**src/rtl/dmem_arbiter.sv**
```systemverilog
// ---------------------------------------------------------------------------
// dmem_arbiter
//
// Shares the single-port data memory (256 x 8, synchronous write,
// combinational read) between the core load/store unit (requester 0) and the
// program/data loader engine (requester 1).
//
// Grants are combinational (zero latency) from the current requests and the
// registered arbitration state. Ties are broken round-robin. A granted
// requester may assert its lock to keep the port on the following cycle, for
// at most MAX_BURST consecutive locked grants while the other side waits.
//
// Ports:
//   clk, reset            clock, synchronous active-high reset
//   r0_* / r1_*           requester interfaces:
//     *_req               access request
//     *_we                write (1) / read (0)
//     *_lock              keep ownership next cycle
//     *_addr, *_wdata     address and write data
//     *_gnt               granted this cycle
//     *_rdata             read data (valid while granted, else 0)
//   mem_we, mem_addr,
//   mem_wdata             drive the memory WriteEn / DataAddress / DataIn
//   mem_rdata             memory DataOut (combinational)
// ---------------------------------------------------------------------------
module dmem_arbiter #(
  parameter int W         = 8,
  parameter int MAX_BURST = 4
) (
  input  logic         clk,
  input  logic         reset,
  input  logic         r0_req,
  input  logic         r0_we,
  input  logic         r0_lock,
  input  logic [W-1:0] r0_addr,
  input  logic [W-1:0] r0_wdata,
  output logic         r0_gnt,
  output logic [W-1:0] r0_rdata,
  input  logic         r1_req,
  input  logic         r1_we,
  input  logic         r1_lock,
  input  logic [W-1:0] r1_addr,
  input  logic [W-1:0] r1_wdata,
  output logic         r1_gnt,
  output logic [W-1:0] r1_rdata,
  output logic         mem_we,
  output logic [W-1:0] mem_addr,
  output logic [W-1:0] mem_wdata,
  input  logic [W-1:0] mem_rdata
);

  localparam logic [1:0] IDLE = 2'd0;
  localparam logic [1:0] OWN0 = 2'd1;
  localparam logic [1:0] OWN1 = 2'd2;

  localparam logic [3:0] MAX_CNT = 4'(MAX_BURST);

  logic [1:0] owner_reg, owner_next;
  logic       last_reg, last_next;
  logic [3:0] burst_cnt_reg, burst_cnt_next;

  logic       gnt0;
  logic       gnt1;
  logic       below_limit;
  logic       any_gnt;
  logic       sel_lock;
  logic       sel_id;
  logic [1:0] sel_own;

  // -------------------------------------------------------------------------
  // Grant decision, in priority order: sticky owner (unless its burst is
  // exhausted and the other side is waiting), lone requester, round-robin.
  // -------------------------------------------------------------------------
  always_comb begin
    below_limit = (burst_cnt_reg < MAX_CNT);
    gnt0        = 1'b0;
    gnt1        = 1'b0;
    if (reset) begin
      gnt0 = 1'b0;
      gnt1 = 1'b0;
    end else if (owner_reg == OWN0 && r0_req && (!r1_req || below_limit)) begin
      gnt0 = 1'b1;
    end else if (owner_reg == OWN1 && r1_req && (!r0_req || below_limit)) begin
      gnt1 = 1'b1;
    end else if (r0_req && !r1_req) begin
      gnt0 = 1'b1;
    end else if (r1_req && !r0_req) begin
      gnt1 = 1'b1;
    end else if (r0_req && r1_req) begin
      // Whoever was served last yields. After an exhausted burst the owner is
      // also the last grantee, so this hands the port to the waiting side.
      if (last_reg) begin
        gnt0 = 1'b1;
      end else begin
        gnt1 = 1'b1;
      end
    end
  end

  assign r0_gnt = gnt0;
  assign r1_gnt = gnt1;

  // -------------------------------------------------------------------------
  // Memory port mux. Idle port is driven to all zeros so nothing stray is
  // written and the address bus stays quiet.
  // -------------------------------------------------------------------------
  always_comb begin
    mem_we    = 1'b0;
    mem_addr  = '0;
    mem_wdata = '0;
    if (gnt0) begin
      mem_we    = r0_we;
      mem_addr  = r0_addr;
      mem_wdata = r0_wdata;
    end else if (gnt1) begin
      mem_we    = r1_we;
      mem_addr  = r1_addr;
      mem_wdata = r1_wdata;
    end
  end

  // Read data is steered only to the granted requester.
  assign r0_rdata = gnt0 ? mem_rdata : '0;
  assign r1_rdata = gnt1 ? mem_rdata : '0;

  // -------------------------------------------------------------------------
  // Next arbitration state
  // -------------------------------------------------------------------------
  always_comb begin
    any_gnt  = gnt0 | gnt1;
    sel_id   = gnt1;
    sel_lock = gnt0 ? r0_lock : r1_lock;
    sel_own  = gnt0 ? OWN0 : OWN1;

    owner_next     = IDLE;
    last_next      = last_reg;
    burst_cnt_next = 4'd0;

    if (any_gnt) begin
      last_next = sel_id;
      if (sel_lock) begin
        owner_next = sel_own;
        if (owner_reg == sel_own) begin
          // Continuing burst: count up, saturating at the limit so a lone
          // owner can keep the port indefinitely.
          burst_cnt_next = (burst_cnt_reg >= MAX_CNT) ? MAX_CNT
                                                      : burst_cnt_reg + 4'd1;
        end else begin
          burst_cnt_next = 4'd1;
        end
      end
    end
  end

  always_ff @(posedge clk) begin
    if (reset) begin
      owner_reg     <= IDLE;
      last_reg      <= 1'b1;   // requester 0 wins the first tie
      burst_cnt_reg <= 4'd0;
    end else begin
      owner_reg     <= owner_next;
      last_reg      <= last_next;
      burst_cnt_reg <= burst_cnt_next;
    end
  end

endmodule

```
**config.mk**
```make
export PLATFORM = sky130hd
export DESIGN_NAME = dmem_arbiter
export DESIGN_NICKNAME = d
export VERILOG_FILES = /design/src/rtl/dmem_arbiter.sv
export SDC_FILE = /design/constraint.sdc
export NUM_CORES = 1
export LEC_CHECK = 0
export CORE_UTILIZATION = 28
export DETAILED_ROUTE_END_ITERATION = 6
export HOLD_SLACK_MARGIN = 0.06
export PLACE_DENSITY = 0.85
export REMOVE_ABC_BUFFERS = 1
export SYNTH_ARGS = -nofsm -noshare
export SYNTH_HDL_FRONTEND = slang
export SYNTH_SLANG_ARGS = --single-unit
export TNS_END_PERCENT = 50
```
**constraint.sdc**
```tcl
create_clock -name clk -period 4.2 [get_ports clk]
set_input_delay 1.05 -clock clk [delete_from_list [all_inputs] [get_ports clk]]
set_output_delay 1.05 -clock clk [all_outputs]
set_load 0.1 [all_outputs]
```
==> results of run 1 <==
## power by group through the flow
stage                     logic [W]  clock network [W]  registers (W)
after floorplan            0.000178                  0      0.0000733
after global placement     0.000321                  0      0.0000740
after detailed placement   0.000325                  0      0.0000743
after CTS                  0.000326          0.0000645      0.0000729
after global routing       0.000334          0.0000660      0.0000735
final                      0.000326          0.0000619      0.0000731
## final timing paths
check / start / endpoint / slack (ns) / cells after the start
max: r1_req / mem_wdata[7] / 0.37 / 6
min: burst_cnt_reg[2] / burst_cnt_reg[1] / 0.57 / 2
max reg2reg: owner_reg[1] / owner_reg[1] / 2.26 / 5
min reg2reg: burst_cnt_reg[2] / burst_cnt_reg[1] / 0.57 / 2
## routing by layer
layer  share of wire  global-route usage  vias to the layer above
met2            0.56               0.506                       50
met4           0.039               0.149                        0
met5               0                   0                        -
li1                -                   -                      481
met3           0.053              0.0468                       10
met1            0.35               0.271                      470
## metrics by stage
stage / utilization / setup TNS [ns] / instance area [sq um]
floorplan: - / -35.44 / 656
global route: 0.837 / 0 / 1900
finish: 0.837 / 0 / 1900
global placement: 0.825 / 0 / 1880
CTS: 0.837 / 0 / 1900
detailed placement: 0.825 / 0 / 1880
## layout make-up
cell class | instances | share of cell area
timing repair buffer | 84 | 0.623
multi-input combinational | 71 | 0.269
sequential | 7 | 0.0736
tap | 28 | 0.0184
clock buffer | 3 | 0.0118
clock inverter | 1 | 0.00263
inverter | 1 | 0.00197
## cell usage after synthesis (2+ instances only)
library cell	n
o22ai_1	2
and2_1	18
buf_6	2
or2_2	2
nand2b_1	4
a21oi_1	4
dfxtp_1	7
a21o_1	2
nor2b_1	2
a22o_1	17
nor2_1	3
o21ai_0	3
clkbuf_1	3
## kinds of logic after synthesis
group                      after synthesis
other                                    1
adders and majority gates                1
and+or+nand+nor                         34
buffers and inverters                    6
DFF                                      7
AOI/OAI and AO/OA                       35
## worst min-delay path: stages, from the launching register on
cell	delay (ns)
dfxtp_1	0.35
nor2_1	0.07
o211a_1	0.10
==> impl_metrics.csv, run 1 <==
group,metric,value,unit
outcome,status,"finished clean",
synth,ys_types,28,
route,drc_errors,0,
synth,synth-adder-area-share,0.0181,
timing,period_share,0.912,
route,dr.first_iter.drc_count,27,
clock_network,max-clock-path-buffers,2,
clock_network,clkLatencyLatePin,0.25,ns
synth,synth_edf_count,0,
power_and_ir_drop,swShare,0.489,
clock_network,clk_pin_slew_worst_paths,0.06,ns
power_and_ir_drop,ir_drop,0.245,mV
route,vias,1011,
cells_and_area,area_growth,176,%
cells_and_area,layout.area.seq,140,sq um
synth,synth_compound_area_frac,0.421,
synth,yosysTopAreaCell,"a22o_1",
timing,fmax,261,MHz
global_routing,grt_pass1_vias,1007,
route,first_pass_iters,4,
power_and_ir_drop,power_density,242,nW/um^2
worst_setup_path,critPathBufInv,4,
synth,ys.flop_type,"dfxtp_1",
cells_and_area,multi_input_area,512,sq um
worst_setup_path,critical_path_arrival,2.78,ns
global_routing,grt_max_degree,28,
power_and_ir_drop,power.internal,0.000235,W
power_and_ir_drop,clkPwrFrac,0.134,
floorplan,die-height,51.6,um
synth,synth_seq_cells,7,
floorplan,pin_count,83,
synth,synthMuxAreaShare,0,
global_routing,grt_usage,0.267,
worst_setup_path,cp_slowest_cell,"clkdlybuf4s50_1",
worst_setup_path,crit_type,"in -> out",
floorplan,fp.dieW,51.6,um
cells_and_area,drive_above_1_share,0.263,
floorplan,dieArea,2660,sq um
clock_network,cts_root_buffer,"clkbuf_4",
synth,yosysTopAreaCellShare,0.216,
timing,fin_worst_skew,0.00198,ns
floorplan,start_util,0.303,
timing,finalSetupViolCount,0,
cells_and_area,nNetsFinal,217,
synth,synth_area,689,sq um
clock_network,cts_tree,"yes",
synth,synth_top_family_by_area,"compound AO/OA/AOI/OAI gates",
power_and_ir_drop,p_switching,0.000225,W
timing,rsz0062_at_grt,"false",
synth,synth.avg_cell_area,8.21,sq um
worst_hold_path,hp-class,"reg -> reg",
timing,setup_ws,0.372,ns
synth,synthCells,84,
cells_and_area,final_cell_mix,"clkdlybuf4s50_1 (47), buf_12 (35), and2_1 (18), a22o_1 (17), dfxtp_1 (7)",
synth,synthXorXnorAreaFrac,0,
timing,hold_violations,0,
synth,synth-simple-area-share,0.298,
clock_network,htreeDepth,1,
cells_and_area,final_common_cell,"clkdlybuf4s50_1",
placement,place_inst,191,
power_and_ir_drop,p_seq_frac,0.159,
synth,yosysWarnings,0,
cells_and_area,fillers,122,
placement,place.gp.congestion,0.870,
floorplan,core,2280,sq um
worst_setup_path,cp_top_family,"buffers and inverters",
worst_setup_path,crit_fanout,27,
worst_setup_path,start_kind,"input port",
job,maxCapViolCount,0,
worst_setup_path,end_kind,"output pin",
synth,ys_seq_area_frac,0.203,
power_and_ir_drop,pwr-share-comb,0.707,
power_and_ir_drop,finalPower,0.000460,W
cells_and_area,final_cells,195,
timing,holdWs,0.570,ns
route,routed_wl,3.58,mm
clock_network,cts_hold_buf,0,
timing,drv_slew,0,
global_routing,antenna_found_initial,0,
global_routing,grt.overflow.total,0,
clock_network,numCtsBuffers,3,
synth,ys_top_cells_by_area,"a22o_1 (22%), dfxtp_1 (20%), and2_1 (16%), a311oi_4 (3.8%), nand2b_1 (3.6%)",
clock_network,cts.sinks,7,
placement,port_buffers,82,
timing,period_minus_slack,3.83,ns
route,final_antenna_net_count,0,
route,avgViaCountPerCell,5.18,
cells_and_area,largest_register_ffs,4,
worst_setup_path,slowest_delay,0.58,ns
route,post_drt_wl_per_cell,18.4,um
placement,place_ws,0.415,ns
worst_setup_path,crit_chain,"clkdlybuf4s50_1 -> inv_1 -> a311oi_4 -> buf_4 -> a22o_1 -> buf_12",
global_routing,grt_pass1_wl,5.06,mm
clock_network,cts_resized,0,
cells_and_area,antenna_cells,0,
floorplan,row_count,17,
worst_setup_path,cp.required,3.15,ns
placement,dp_hpwl,2.97,mm
power_and_ir_drop,leakage,0.798,nW
synth,async_flop_share,0,
clock_network,post-cts-setup-buffers,0,
Power figures use the tool's default switching activity.
==> inputs of run 2 (changes only) <==
--- a/config.mk
+++ b/config.mk
@@ -5,6 +5,7 @@
 export SDC_FILE = /design/constraint.sdc
 export NUM_CORES = 1
 export LEC_CHECK = 0
+export CAP_MARGIN = 30
 export CORE_UTILIZATION = 28
 export DETAILED_ROUTE_END_ITERATION = 6
 export HOLD_SLACK_MARGIN = 0.06
==> results of run 2 <==
Same layout as run 1: the final DEF is identical, and so are final timing and power.
==> inputs of run 3 (changes only) <==
--- a/config.mk
+++ b/config.mk
@@ -6,10 +6,12 @@
 export NUM_CORES = 1
 export LEC_CHECK = 0
 export CAP_MARGIN = 30
-export CORE_UTILIZATION = 28
+export CELL_PAD_IN_SITES_DETAIL_PLACEMENT = 1
+export CELL_PAD_IN_SITES_GLOBAL_PLACEMENT = 2
+export CORE_UTILIZATION = 12
 export DETAILED_ROUTE_END_ITERATION = 6
 export HOLD_SLACK_MARGIN = 0.06
-export PLACE_DENSITY = 0.85
+export PLACE_DENSITY_LB_ADDON = 0.1
 export REMOVE_ABC_BUFFERS = 1
 export SYNTH_ARGS = -nofsm -noshare
 export SYNTH_HDL_FRONTEND = slang
==> run 3 against run 2 <==
Effect of this change:
- final area increased by 6.2%
- utilization shrank 47 points
- worst hold slack improved by 0.0051 ns
- combinational power grew 1%
- register-to-register slack better by 0.03 ns
- sequential share of layout area shrank 0.43 points
- total power rose by 8.5%
- critical path type unchanged
- highest routed layer unchanged
==> impl_metrics.csv, run 3 (same netlist as run 1, synthesis figures left out) <==
group,metric,value,unit
global_routing,met2_usage,0.275,
clock_network,cts_hold_buf,0,
worst_setup_path,critPathBufInv,4,
floorplan,pin_count,83,
timing,fmax,255,MHz
timing,hold_violations,0,
clock_network,post-cts-setup-buffers,0,
floorplan,start_util,0.125,
clock_network,htreeDepth,1,
power_and_ir_drop,swShare,0.462,
global_routing,grt_pass1_wl,6.10,mm
worst_hold_path,hp-class,"reg -> reg",
placement,placed_area,1980,sq um
power_and_ir_drop,power.internal,0.000269,W
placement,port_buffers,82,
worst_setup_path,rr_endpoint,"owner_reg[1]",
route,avgViaCountPerCell,4.18,
route,post_drt_wl_per_cell,16.2,um
worst_setup_path,worstReg2RegStart,"owner_reg[1]",
worst_setup_path,crit_chain,"clkdlybuf4s50_1 -> inv_1 -> a21oi_1 -> a21oi_2 -> buf_6 -> a22o_1 -> buf_12",
power_and_ir_drop,leakage,0.831,nW
cells_and_area,final_area,2020,sq um
cells_and_area,nNetsFinal,222,
outcome,status,"finished clean",
worst_setup_path,crit_type,"in -> out",
timing,finalSetupViolCount,0,
timing,relSlewSlack,0.506,
worst_setup_path,slowest_delay,0.60,ns
worst_setup_path,cp_top_family,"buffers and inverters",
route,first_pass_iters,3,
floorplan,fp.dieW,77.8,um
worst_setup_path,cp.required,3.15,ns
power_and_ir_drop,power_density,247,nW/um^2
timing,period_minus_slack,3.93,ns
job,maxCapViolCount,0,
route,final_antenna_net_count,0,
cells_and_area,largest_register_ffs,4,
worst_setup_path,reg2reg_slack,2.29,ns
clock_network,cts_resized,0,
placement,place.gp.congestion,0.729,
power_and_ir_drop,finalPower,0.000500,W
timing,drv_slew,0,
clock_network,cts_tree,"yes",
timing,worst_pin_slew,0.741,ns
global_routing,grt_pass1_vias,1139,
cells_and_area,final_common_cell,"clkdlybuf4s50_1",
clock_network,cts.sinks,7,
global_routing,met3_usage,0.0365,
worst_hold_path,hp-start,"burst_cnt_reg[1]",
placement,dp_hpwl,3.37,mm
cells_and_area,final_cell_mix,"clkdlybuf4s50_1 (47), buf_12 (35), and2_1 (18), a22o_1 (17), dfxtp_1 (7)",
power_and_ir_drop,p_seq_frac,0.147,
clock_network,cts_root_buffer,"clkbuf_8",
global_routing,antenna_found_initial,0,
clock_network,max-clock-path-buffers,2,
timing,holdWs,0.575,ns
floorplan,row_count,27,
floorplan,die-height,77.8,um
worst_hold_path,whs_path_depth,2,
power_and_ir_drop,p_switching,0.000231,W
worst_setup_path,critical_path_arrival,2.88,ns
clock_network,clk_pin_slew_worst_paths,0.05,ns
global_routing,grt_usage,0.136,
worst_setup_path,cp_slowest_cell,"a21oi_2",
worst_setup_path,start_kind,"input port",
global_routing,top_usage_layer,"met2",
timing,setup_ws,0.274,ns
timing,fin_worst_skew,0.00627,ns
power_and_ir_drop,ir_drop,0.0751,mV
floorplan,core,5510,sq um
route,routed_wl,3.96,mm
route,vias,1020,
floorplan,dieArea,6050,sq um
clock_network,clkLatencyLatePin,0.23,ns
worst_setup_path,rr_worst_depth,5,
worst_hold_path,min_to,"burst_cnt_reg[1]",
global_routing,grt_max_degree,28,
cells_and_area,drive_above_1_share,0.291,
timing,tns,0,ns
worst_setup_path,cp_num_cells,7,
clock_network,numCtsBuffers,3,
route,dr.first_iter.drc_count,21,
placement,place_ws,0.271,ns
global_routing,grt.met1_usage,0.135,
cells_and_area,area_growth,193,%
worst_setup_path,crit_fanout,14,
power_and_ir_drop,pwr-share-comb,0.660,
worst_setup_path,end_kind,"output pin",
power_and_ir_drop,clkPwrFrac,0.193,
timing,rsz0062_at_grt,"false",
global_routing,grt.overflow.total,0,
timing,period_share,0.935,
route,drc_errors,0,
cells_and_area,antenna_cells,0,
==> run 3: layer usage <==
metal | routed length, um | part of all wire
met5 | 0 | 0
met1 | 1360 | 0.34
met3 | 169 | 0.043
met2 | 2390 | 0.60
met4 | 41 | 0.010
==> run 3: power by group through the flow <==
stage	logic (W)	registers [W]	clock network (W)
3_3_place_gp	0.000328	0.0000744	0
4_1_cts	0.000333	0.0000735	0.0000998
6_report	0.000330	0.0000735	0.0000966
2_1_floorplan	0.000178	0.0000733	0
5_1_grt	0.000342	0.0000740	0.000103
3_5_place_dp	0.000332	0.0000746	0
==> run 3: cell type report <==
class	count	area, sq um
Sequential cell	7	140
Fill cell	606	3480
Timing Repair Buffer	89	1230
Clock buffer	3	41.3
Inverter	1	3.75
Multi-Input combinational cell	71	515
Tap cell	72	90.1
Clock inverter	1	5.00
==> run 3: worst max-delay path by stage <==
stage | end | from
2_1_floorplan | mem_addr[0] | r1_req
3_3_place_gp | mem_addr[3] | r1_req
3_5_place_dp | mem_addr[0] | r1_req
4_1_cts | mem_addr[0] | r1_req
5_1_grt | mem_wdata[7] | r1_req
6_report | mem_addr[0] | r1_req
==> run 3: per-stage QoR <==
stage	utilization	instances
after CTS	0.367	244
after global placement	0.357	239
after detailed placement	0.359	240
after floorplan	-	79
final	0.367	244
after global routing	0.367	244
==> run 3: worst register-to-register path, delay by kind of cell (launching register included) <==
kind | cells | cell delay, ns
compound gates | 2 | 0.54
buf+inv | 1 | 0.33
flops | 1 | 0.43
simple gates | 2 | 0.57
